[src/rtl/addr_pkg.sv]
// addr_pkg
//   Shared definitions for the sequential multi-byte adder.
//   - state_t   : controller states IDLE / ADD / DONE (2-bit encoding)
//   - BYTE_W    : width of one adder slice in bits
//   - idx_width : width of the byte index counter for a given byte count
package addr_pkg;

  typedef enum logic [1:0] {
    IDLE = 2'd0,
    ADD  = 2'd1,
    DONE = 2'd2
  } state_t;

  localparam int BYTE_W = 8;

  // A single-byte operand still needs a 1-bit index register.
  function automatic int idx_width(input int num_bytes);
    return (num_bytes > 1) ? $clog2(num_bytes) : 1;
  endfunction

endpackage

[src/rtl/simple_8bit_adder.sv]
// simple_8bit_adder
//   Purely combinational 8-bit adder with carry in and carry out.
//   Ports:
//     a, b  in   8  addends
//     cin   in   1  carry in
//     sum   out  8  (a + b + cin) mod 256
//     cout  out  1  carry out of bit 7
module simple_8bit_adder (
  input  logic [7:0] a,
  input  logic [7:0] b,
  input  logic       cin,
  output logic [7:0] sum,
  output logic       cout
);

  logic [8:0] full;

  assign full = {1'b0, a} + {1'b0, b} + {8'd0, cin};
  assign sum  = full[7:0];
  assign cout = full[8];

endmodule

[src/rtl/multibyte_adder_seq.sv]
// multibyte_adder_seq
//   Sequential W-bit adder (W = 8*NUM_BYTES) that pushes one byte per clock,
//   LSB first, through a single simple_8bit_adder, chaining the carry between
//   bytes. Operands arrive on a valid/ready handshake; the sum, carry-out and
//   two's-complement overflow flag leave on a second valid/ready handshake.
//   Ports:
//     clk        in   1  clock, rising edge
//     rst_n      in   1  asynchronous reset, active low
//     in_valid   in   1  operand set offered
//     in_ready   out  1  operand set can be taken (IDLE only, registered)
//     in_a       in   W  operand A
//     in_b       in   W  operand B
//     in_cin     in   1  carry into byte 0
//     out_valid  out  1  result available
//     out_ready  in   1  downstream takes result
//     out_sum    out  W  A + B + cin modulo 2^W
//     out_cout   out  1  carry out of the MSB byte
//     out_ovf    out  1  signed overflow of the W-bit add
//     busy       out  1  high in ADD or DONE
module multibyte_adder_seq
  import addr_pkg::*;
#(
  parameter int NUM_BYTES = 4
) (
  input  logic                    clk,
  input  logic                    rst_n,
  input  logic                    in_valid,
  output logic                    in_ready,
  input  logic [8*NUM_BYTES-1:0]  in_a,
  input  logic [8*NUM_BYTES-1:0]  in_b,
  input  logic                    in_cin,
  output logic                    out_valid,
  input  logic                    out_ready,
  output logic [8*NUM_BYTES-1:0]  out_sum,
  output logic                    out_cout,
  output logic                    out_ovf,
  output logic                    busy
);

  localparam int W     = BYTE_W * NUM_BYTES;
  localparam int IDX_W = idx_width(NUM_BYTES);
  localparam logic [IDX_W-1:0] LAST_IDX = IDX_W'(NUM_BYTES - 1);

  state_t           state;
  logic [IDX_W-1:0] idx;
  logic [W-1:0]     a_q;
  logic [W-1:0]     b_q;
  logic [W-1:0]     sum_q;
  logic             carry_q;

  logic [BYTE_W-1:0] byte_sum;
  logic              byte_cout;
  logic [W-1:0]      sum_next;

  // Operands are shifted right one byte per ADD cycle, so the adder always
  // sees the current byte in the low slice; on the last byte that slice holds
  // the operand MSBs needed for the overflow flag.
  simple_8bit_adder u_adder (
    .a    (a_q[BYTE_W-1:0]),
    .b    (b_q[BYTE_W-1:0]),
    .cin  (carry_q),
    .sum  (byte_sum),
    .cout (byte_cout)
  );

  // Result bytes enter at the top and shift down; after NUM_BYTES shifts the
  // first byte computed has reached bits [7:0].
  always_comb begin
    sum_next = sum_q >> BYTE_W;
    sum_next[W-1 -: BYTE_W] = byte_sum;
  end

  always_ff @(posedge clk or negedge rst_n) begin
    if (!rst_n) begin
      state     <= IDLE;
      idx       <= '0;
      a_q       <= '0;
      b_q       <= '0;
      sum_q     <= '0;
      carry_q   <= 1'b0;
      in_ready  <= 1'b0;
      out_valid <= 1'b0;
      out_cout  <= 1'b0;
      out_ovf   <= 1'b0;
    end else begin
      case (state)
        IDLE: begin
          in_ready <= 1'b1;
          if (in_valid && in_ready) begin
            a_q      <= in_a;
            b_q      <= in_b;
            carry_q  <= in_cin;
            idx      <= '0;
            in_ready <= 1'b0;
            state    <= ADD;
          end
        end

        ADD: begin
          sum_q   <= sum_next;
          carry_q <= byte_cout;
          idx     <= idx + 1'b1;
          a_q     <= a_q >> BYTE_W;
          b_q     <= b_q >> BYTE_W;
          if (idx == LAST_IDX) begin
            out_cout  <= byte_cout;
            out_ovf   <= (a_q[BYTE_W-1] == b_q[BYTE_W-1]) &&
                         (byte_sum[BYTE_W-1] != a_q[BYTE_W-1]);
            out_valid <= 1'b1;
            state     <= DONE;
          end
        end

        DONE: begin
          // in_ready rises on the hand-off edge itself, so a waiting
          // upstream is accepted on the very next edge.
          if (out_valid && out_ready) begin
            out_valid <= 1'b0;
            in_ready  <= 1'b1;
            state     <= IDLE;
          end
        end

        default: begin
          state     <= IDLE;
          in_ready  <= 1'b0;
          out_valid <= 1'b0;
        end
      endcase
    end
  end

  assign out_sum = sum_q;
  assign busy    = (state != IDLE);

endmodule

[config.mk]
export PLATFORM = sky130hd
export DESIGN_NAME = multibyte_adder_seq
export DESIGN_NICKNAME = d
export VERILOG_FILES = /design/src/rtl/addr_pkg.sv /design/src/rtl/simple_8bit_adder.sv /design/src/rtl/multibyte_adder_seq.sv
export SDC_FILE = /design/constraint.sdc
export NUM_CORES = 1
export LEC_CHECK = 0
export ABC_AREA = 1
export CAP_MARGIN = 20
export CORE_MARGIN = 8
export CORE_UTILIZATION = 40
export CTS_CLUSTER_DIAMETER = 60
export DETAILED_ROUTE_END_ITERATION = 12
export PLACE_DENSITY_LB_ADDON = 0.25
export SYNTH_ARGS = -nofsm -noshare
export SYNTH_HDL_FRONTEND = slang
export SYNTH_SLANG_ARGS = --single-unit
[constraint.sdc]
create_clock -name clk -period 1.9 [get_ports clk]
set_input_delay 0.19 -clock clk [delete_from_list [all_inputs] [get_ports clk]]
set_output_delay 0.19 -clock clk [all_outputs]
set_load 0.02 [all_outputs]
* Word level (Yosys, flattened, before mapping) *
Index checks and enable logic that the tools add are counted.

operators by class
  add/subtract/negate cells = 3
  equal/unequal tests = 8
  multiplexer cells = 18
  bitwise gates (word level) = 2
  reduce and logical (&&, ||, !) cells = 11

operator list
  kind                 count
  $pmux 32 s2          2
  $mux 32              2
  $add 8x8->9          1
  $add 9x1->9          1
  $mux 2               4
  $ne 2x2->1 const B   3
  $pmux 1 s3           2
  $pmux 2 s3           1
  $reduce_and 2->1     3
  $reduce_and 3->1     2
  $mux 1               5
  $eq 2x2->1 const B   2
  $pmux 2 s2           1
  $reduce_bool 2->1    2
  $logic_and 1x1->1    3
  $add 2x1->2 const B  1
  $eq 2x1->1 const B   1
  $logic_not 2->1      1
  $not 1->1            2
  $pmux 1 s2           1
  $eq 1x1->1           1
  $ne 1x1->1           1

storage, ports and cells
  flip-flop bits (word level) = 105
  input bits = 69
  logic and storage cells = 52

* Logic depth before layout (Yosys ltp) *
Gate-level depths: netlist of the first run.

  depth in word-level cells = 4
  depth in mapped cells = 9
  depth with buffers taken out = 9

* Hierarchy *
A second synthesis of the first run with hierarchy kept.

second synthesis, totals
  cell total of the unflattened synthesis = 673
  area total of the unflattened synthesis = 5136.2 µm²

modules (own cells, without submodules)
  module               times used  cells each  area an instance (µm²)  seq. area each (µm²)
  multibyte_adder_seq  1           614         4789.6                  2627.5
  simple_8bit_adder    1           59          346.6                   0.0

* Worst setup path before layout of the first run *
Ideal clock, no wire load.

  path type = register -> register
  from = reg a_q[0]
  to = reg sum_q[28], in the netlist out_sum[28]
  setup time = 0.136 ns
  arrival = 1.598 ns
  path slack = 0.166 ns
  stages on the path, launching flop included = 7
  path buffers = 0
  path through = dfrtp_1 > fa_1 > fa_1 > nand3_1 > nand3_1 > xnor2_1 > o21ai_0

on the way
  word-level cells in the longest chain between the ends = 2

RTL lines
  what                      RTL line                    text
  start: declaration        multibyte_adder_seq.sv:46   logic [W-1:0] a_q;
  start signal: assignment  multibyte_adder_seq.sv:90   a_q <= in_a;
  start signal: assignment  multibyte_adder_seq.sv:103  a_q <= a_q >> BYTE_W;
  $add 8x8->9               simple_8bit_adder.sv:18     assign full = {1'b0, a} + {1'b0, b} + {8'd0, cin};
  $add 9x1->9               simple_8bit_adder.sv:18
  end signal: assignment    multibyte_adder_seq.sv:100  sum_q <= sum_next;
  end: declaration          multibyte_adder_seq.sv:48   logic [W-1:0] sum_q;

No other way between the ends.
A chain may end at the register's enable or synchronous reset.

* Worst setup path in the final report of the first run *
  from = reg a_q[0]
  to = reg carry_q

on the way
  word-level cells in the longest chain between the ends = 3

RTL lines
  what                    RTL line                    text
  $add 8x8->9             simple_8bit_adder.sv:18
  $add 9x1->9             simple_8bit_adder.sv:18
  $pmux 1 s2              multibyte_adder_seq.sv:86   case (state)
  end signal: assignment  multibyte_adder_seq.sv:92   carry_q <= in_cin;
  end signal: assignment  multibyte_adder_seq.sv:101  carry_q <= byte_cout;
  end: declaration        multibyte_adder_seq.sv:49   logic carry_q;

No other way between the ends.

==> reports/metrics.cfg, run 1 <==
[route]
antenna_left = 0
vias = 3940
drt_wl_total_um = 11500
initialDrtViolationCount = 272
route.detailed.wl_per_inst_um = 14.6
drc = 0
firstDrtPassIters = 4
route.detailed.vias_per_inst = 5.00

[global_route]
grt-busiest-layer = met2
use_met1 = 0.189
grt-ovfl-total = 0
antenna_found_initial = 0
grt_pass1_vias = 3987
wire_length_of_the_first_global_routing_pass_um = 19500
grt_use_met3 = 0.0472
track_usage = 0.149
grt_use_met2 = 0.240
grt_start_max_net_pins = 51

[timing]
final_min_period_over_clock_period = 0.949
finalClockSkew_ns = 0.00690
final-max-slew-violation-count = 0
slew_headroom = 0.671
tns_ns = 0
timing.final.hold_violations = 0
timing_worst_slew_pin_value_ns = 0.494
rsz0062_at_grt = false
final-setup-viol-count = 0
fmax_ghz = 0.554
fin_crit_ns = 1.80

[clocking]
cts_max_level = 3
clock-sinks = 105
cts_made_buffers = 9
clock-root-buffer = sky130_fd_sc_hd__clkbuf_16
tritoncts = yes
cts-root-to-sink-buffers = 2
clkSlewWorstSetupHoldPaths_ns = 0.07
clock_insertion_delay_worst_skew_ns = 0.34

[floorplanning]
die_width_um = 125
core_area_um2 = 11500
pin_count = 106
die_area_um2 = 15600
dieHeight_um = 125
initial_utilization = 0.412
fp-row-count = 39

[yosys]
post-synth-top-count-cell = sky130_fd_sc_hd__dfrtp_1
synth_enable_flop_cells = 0
avgSynthCellArea_um2 = 8.71
synthTopCellsByCount = 105 x sky130_fd_sc_hd__dfrtp_1, 84 x sky130_fd_sc_hd__nand2_1, 84 x sky130_fd_sc_hd__nor2_1, 80 x sky130_fd_sc_hd__nor3_1, 42 x sky130_fd_sc_hd__inv_1
synth.largest_area_cell = sky130_fd_sc_hd__dfrtp_1
ys_async_sr_fraction = 1.00
post_synth_num_cell_types = 25
number_of_synthesis_warnings = 0
synth_top_area_frac = 0.556
synth.cell_area_um2 = 4730
postSynthRegisterBits = 105
primary_ff_master_synth = sky130_fd_sc_hd__dfrtp_1
fraction_of_the_yosys_area_taken_by_sequential_cells = 0.556
ys_top_cells_by_area = sky130_fd_sc_hd__dfrtp_1 56%, sky130_fd_sc_hd__nor3_1 8.5%, sky130_fd_sc_hd__nand2_1 6.7%, sky130_fd_sc_hd__nor2_1 6.7%, sky130_fd_sc_hd__o21ai_0 4.1%
postSynthNetCount = 622
netlist_instances = 543

[outcome]
status = completed

[pwr]
pwr_total_w = 0.0115
power.density_cell_area_nw_per_um2 = 1830
ir_worst_vdd_mv = 0.884
power.static_leakage_nw = 2.75

[cells_and_area]
fin_area_um2 = 6260
number_of_fill_cells = 1080
ff_latch_area_um2 = 2630
antenna_cells_inserted = 0
multi_input_comb_area_um2 = 1780
drive_above_1_share = 0.0574
layout.nets = 719
fin_util = 0.546
area_delta_synth_final_pct = 32.3

[worst_setup_path]
r2r.worst_path.cells = 8
r2r_setup_slack_ns = 0.1
crit_arrival_ns = 2.03
critical_path.startpoint_type = flop
critical_path.reg2reg.startpoint = a_q[0]
critical_path.endpoint_type = flop
cp.required_ns = 2.13
reg2reg_to = carry_q
critPathMaxFanout = 4
worst-setup-path-type = flop to flop

[job]
maxCapViolCount = 0

[place]
place.gp.congestion = 0.812
numPortBuffers = 105
postPlaceCellArea_um2 = 5940
dpl.hpwl_um = 8250

[min_path]
worst_hold_path_type = input pin to async pin

==> final cells by class <==
class                           instances  area share
Clock buffer                           10      0.0366
Clock inverter                          6      0.0108
Inverter                               44      0.0264
Multi-Input combinational cell        362       0.284
Sequential cell                       105       0.420
Tap cell                              143      0.0286
Timing Repair Buffer                  118       0.194
==> layer usage <==
layer / wire, µm / vias up
li1: - / 1973
met1: 5350 / 1851
met2: 5350 / 108
met3: 696 / 8
met4: 127 / 0
met5: 0 / -
==> worst max-delay path: stages, from the launching register on <==
cell and delay, ns:
sky130_fd_sc_hd__dfrtp_1 0.40, sky130_fd_sc_hd__fa_2 0.42, sky130_fd_sc_hd__fa_2 0.43, sky130_fd_sc_hd__nand2_2 0.09, sky130_fd_sc_hd__nand3_1 0.09, sky130_fd_sc_hd__nand2_1 0.08, sky130_fd_sc_hd__nand2_1 0.07, sky130_fd_sc_hd__nand2_1 0.06
sky130_fd_sc_hd__nand2_1 0.05
==> timing repair <==
action	in CTS	in global routing
setup buffers	0	1
endpoints found under the setup margin	0	4
hold endpoints to repair	35	0
hold buffers	1	0
resized for setup	0	3
==> cells in the final DEF, fill, tap and decap left out <==
master and n:
sky130_fd_sc_hd__dfrtp_1 105, sky130_fd_sc_hd__clkdlybuf4s50_1 104, sky130_fd_sc_hd__nor2_1 84, sky130_fd_sc_hd__nand2_1 83, sky130_fd_sc_hd__nor3_1 80, sky130_fd_sc_hd__inv_1 42, sky130_fd_sc_hd__o21ai_0 39, sky130_fd_sc_hd__nand3_1 30
sky130_fd_sc_hd__a211oi_1 16, sky130_fd_sc_hd__clkbuf_16 9, sky130_fd_sc_hd__ha_1 8, sky130_fd_sc_hd__buf_4 8, sky130_fd_sc_hd__a21oi_1 6, sky130_fd_sc_hd__buf_12 5, sky130_fd_sc_hd__o21ai_1 4, sky130_fd_sc_hd__inv_2 2
sky130_fd_sc_hd__nand2_4 2, sky130_fd_sc_hd__nand2_2 2, sky130_fd_sc_hd__xnor2_1 2, sky130_fd_sc_hd__fa_2 2, sky130_fd_sc_hd__clkinvlp_4 2, sky130_fd_sc_hd__nand3_4 1, sky130_fd_sc_hd__o22ai_1 1, sky130_fd_sc_hd__nand4_1 1
sky130_fd_sc_hd__a2bb2oi_1 1, sky130_fd_sc_hd__clkinv_4 1, sky130_fd_sc_hd__inv_6 1, sky130_fd_sc_hd__clkbuf_1 1, sky130_fd_sc_hd__clkinv_2 1, sky130_fd_sc_hd__bufinv_16 1, sky130_fd_sc_hd__dlygate4sd3_1 1
==> stage by stage <==
stage               worst slack (ns)  cells  hold WS [ns]
floorplan                      0.166    543        -0.106
global placement              0.0916    770         0.183
detailed placement            0.0273    770         0.194
CTS                          0.00555    787         0.381
global route                 0.00526    788         0.412
finish                        0.0961    788         0.359
==> kinds of logic after synthesis <==
kind of cell / count (synthesis) / synth area share
xor+xnor: 2 / 0.00370
flops: 105 / 0.556
compound gates: 67 / 0.0804
simple gates: 283 / 0.261
buf+inv: 76 / 0.0698
fa+ha+maj: 10 / 0.0296
==> state kept, by name (all words and copies together), names as in the netlist <==
register / flops
out_ovf: 1
b_q: 32
idx: 2
a_q: 32
out_cout: 1
out_valid: 1
carry_q: 1
out_sum: 32
state: 2
in_ready: 1
==> worst max-delay path by stage <==
| stage | endpoint | cells after the start | from | slack, ns |
|---|---|---|---|---|
| 2_1_floorplan | out_sum[28] | 6 | a_q[0] | 0.17 |
| 3_3_place_gp | carry_q | 8 | a_q[0] | 0.09 |
| 3_5_place_dp | carry_q | 8 | a_q[0] | 0.03 |
| 4_1_cts | carry_q | 8 | a_q[0] | 0.006 |
| 5_1_grt | out_cout | 8 | a_q[0] | 0.005 |
| 6_report | carry_q | 8 | a_q[0] | 0.1 |
==> where the power goes <==
| group | switching [W] | internal [W] |
|---|---|---|
| combinational | 0.00335 | 0.00233 |
| clock | 0.000817 | 0.00103 |
| sequential | 0.000635 | 0.00332 |
No activity file was read; power rests on OpenSTA's default activity.
==> inputs of run 2 (changes only) <==
CORE_MARGIN = not set   (was 8)
CTS_CLUSTER_DIAMETER = not set   (was 60)
==> reports/metrics.cfg, run 2 (synthesis gave the netlist of run 1 again) <==
[pwr]
power.density_cell_area_nw_per_um2 = 1820  ; -0.53%
power.static_leakage_nw = 2.75  ; about the same
ir_worst_vdd_mv = 0.900  ; +1.8%
pwr_total_w = 0.0114  ; -0.78%

[outcome]
status = completed

[timing]
final-max-slew-violation-count = 0  ; unchanged
timing_worst_slew_pin_value_ns = 0.538  ; +0.0439 ns
rsz0062_at_grt = false
slew_headroom = 0.641  ; -0.0293
fin_crit_ns = 1.74  ; -0.0592 ns
fmax_ghz = 0.573  ; +3.4%
timing.final.hold_violations = 0  ; unchanged
final_min_period_over_clock_period = 0.918  ; -0.0311
tns_ns = 0  ; unchanged
final-setup-viol-count = 0  ; unchanged
finalClockSkew_ns = 0.00708  ; +0.000184 ns

[cells_and_area]
layout.cells.most_common = sky130_fd_sc_hd__dfrtp_1
multi_input_comb_area_um2 = 1780  ; -0.14%
drive_above_1_share = 0.0558  ; -0.00155
fin_area_um2 = 6240  ; -0.26%
final_cell_mix = 105 x sky130_fd_sc_hd__dfrtp_1, 104 x sky130_fd_sc_hd__clkdlybuf4s50_1, 84 x sky130_fd_sc_hd__nand2_1, 84 x sky130_fd_sc_hd__nor2_1, 80 x sky130_fd_sc_hd__nor3_1
finalNonFillerCells = 788  ; unchanged
area_delta_synth_final_pct = 32.0
antenna_cells_inserted = 0  ; unchanged
number_of_fill_cells = 1096  ; +1.5%
layout.nets = 719  ; unchanged
ff_latch_area_um2 = 2630  ; unchanged

[clocking]
clock_insertion_delay_worst_skew_ns = 0.34  ; about the same
cts_made_buffers = 9  ; unchanged
cts-root-to-sink-buffers = 2  ; unchanged
clock-sinks = 105  ; unchanged
clkSlewWorstSetupHoldPaths_ns = 0.07  ; about the same
post-cts-setup-buffers = 0  ; unchanged
cts_max_level = 3  ; unchanged
clock-root-buffer = sky130_fd_sc_hd__clkbuf_16
tritoncts = yes

[worst_setup_path]
critical_path.n_buffers_inverters = 0  ; unchanged
worst_path_most_repeated_cell = sky130_fd_sc_hd__nand2_1
critical_path.endpoint_type = flop
critPathMaxFanout = 4  ; unchanged
crit_arrival_ns = 1.98  ; -0.05 ns
ordered_cell_list_for_the_critical_path = fa_2 -> fa_2 -> nand2_1 -> nand3_1 -> nand2_1 -> nand2_1 -> nand2_1 -> nand2_1
critical_path.startpoint_type = flop
cp.required_ns = 2.13  ; about the same
critPathSlowestCell = sky130_fd_sc_hd__dfrtp_1
critical-path-top-delay-family = adder cells
critPathMaxStageDelay_ns = 0.41  ; -0.02 ns
worst-setup-path-type = flop to flop

[place]
numPortBuffers = 105  ; unchanged
postPlaceCellArea_um2 = 5940  ; +0.13%
numPlacedInstances = 771  ; +0.13%
dpl.hpwl_um = 7700  ; -6.6%
place.gp.congestion = 0.831  ; +2.4%

[global_route]
wire_length_of_the_first_global_routing_pass_um = 18400  ; -6.0%
grt-busiest-layer = met2
grt_use_met3 = 0.0290  ; -0.0183
grt_use_met2 = 0.304  ; +0.0633
track_usage = 0.184  ; +0.0348
grt_start_max_net_pins = 54  ; +5.9%
antenna_found_initial = 0  ; unchanged
grt_pass1_vias = 3986  ; -0.025%
use_met1 = 0.244  ; +0.0555
grt-ovfl-total = 0  ; unchanged

[route]
initialDrtViolationCount = 221  ; -19%
vias = 3937  ; -0.076%
antenna_left = 0  ; unchanged
drc = 0  ; unchanged
drt_wl_total_um = 10800  ; -6.0%
route.detailed.wl_per_inst_um = 13.7  ; -6.0%
firstDrtPassIters = 4  ; unchanged
route.detailed.vias_per_inst = 5.00  ; about the same

[floorplanning]
core_area_um2 = 11500  ; unchanged
pin_count = 106  ; unchanged
die_area_um2 = 12300  ; -21%
fp-row-count = 39  ; unchanged
initial_utilization = 0.412  ; unchanged
dieHeight_um = 111  ; -11%
die_width_um = 111  ; -11%

[min_path]
worst_hold_path_type = input pin to async pin

[job]
maxCapViolCount = 0  ; unchanged

==> run 2: changes by cell type in the layout (fill, tap and decap cells not counted), sizes merged <==
cell / change
clkinvlp: -1
clkbuf: +2
bufinv: -1
==> run 2: report_power, final <==
group,switching [W],internal (W),total (W)
clock network,0.000805,0.000962,0.00177
registers,0.000624,0.00332,0.00394
logic,0.00334,0.00233,0.00567
total,0.00477,0.00661,0.0114
==> run 2: cell type report <==
cell class | count | area share
multi-input combinational | 362 | 0.285
sequential | 105 | 0.421
timing repair buffer | 118 | 0.194
clock buffer | 12 | 0.0411
tap | 143 | 0.0287
inverter | 44 | 0.0265
clock inverter | 4 | 0.00421
==> run 2: layer usage <==
layer / routed length [µm] / vias to the layer above
met3: 398 / 15
li1: - / 1975
met4: 161 / 0
met1: 5130 / 1859
met5: 0 / -
met2: 5140 / 88
==> run 2: timing repair <==
item                                   4_1_cts  5_1_grt
resized for setup                            0        2
endpoints found under the hold margin       32        0
hold buffers                                 1        0
setup endpoints to repair                    0        3
==> run 2: stage by stage <==
stage	util	worst slack, ns	hold slack, ns
final	0.544	0.155	0.347
after global routing	0.544	0.0313	0.390
after CTS	0.544	0.0308	0.365
after detailed placement	0.518	0.0514	0.183
after global placement	0.518	0.0888	0.182
after floorplan	-	0.166	-0.106
==> run 2: path summary, 6_finish.rpt <==
path / slack, ns / to / depth (start not counted) / startpoint
max: 0.16 / carry_q / 8 / a_q[0]
min: 0.35 / out_sum[1] / 2 / rst_n
max reg2reg: 0.16 / carry_q / 8 / a_q[0]
min reg2reg: 0.48 / out_sum[3] / 2 / out_sum[3]
max in group asynchronous: 0.88 / out_sum[4] / 3 / rst_n
min in group clk: 0.43 / a_q[31] / 3 / in_a[31]
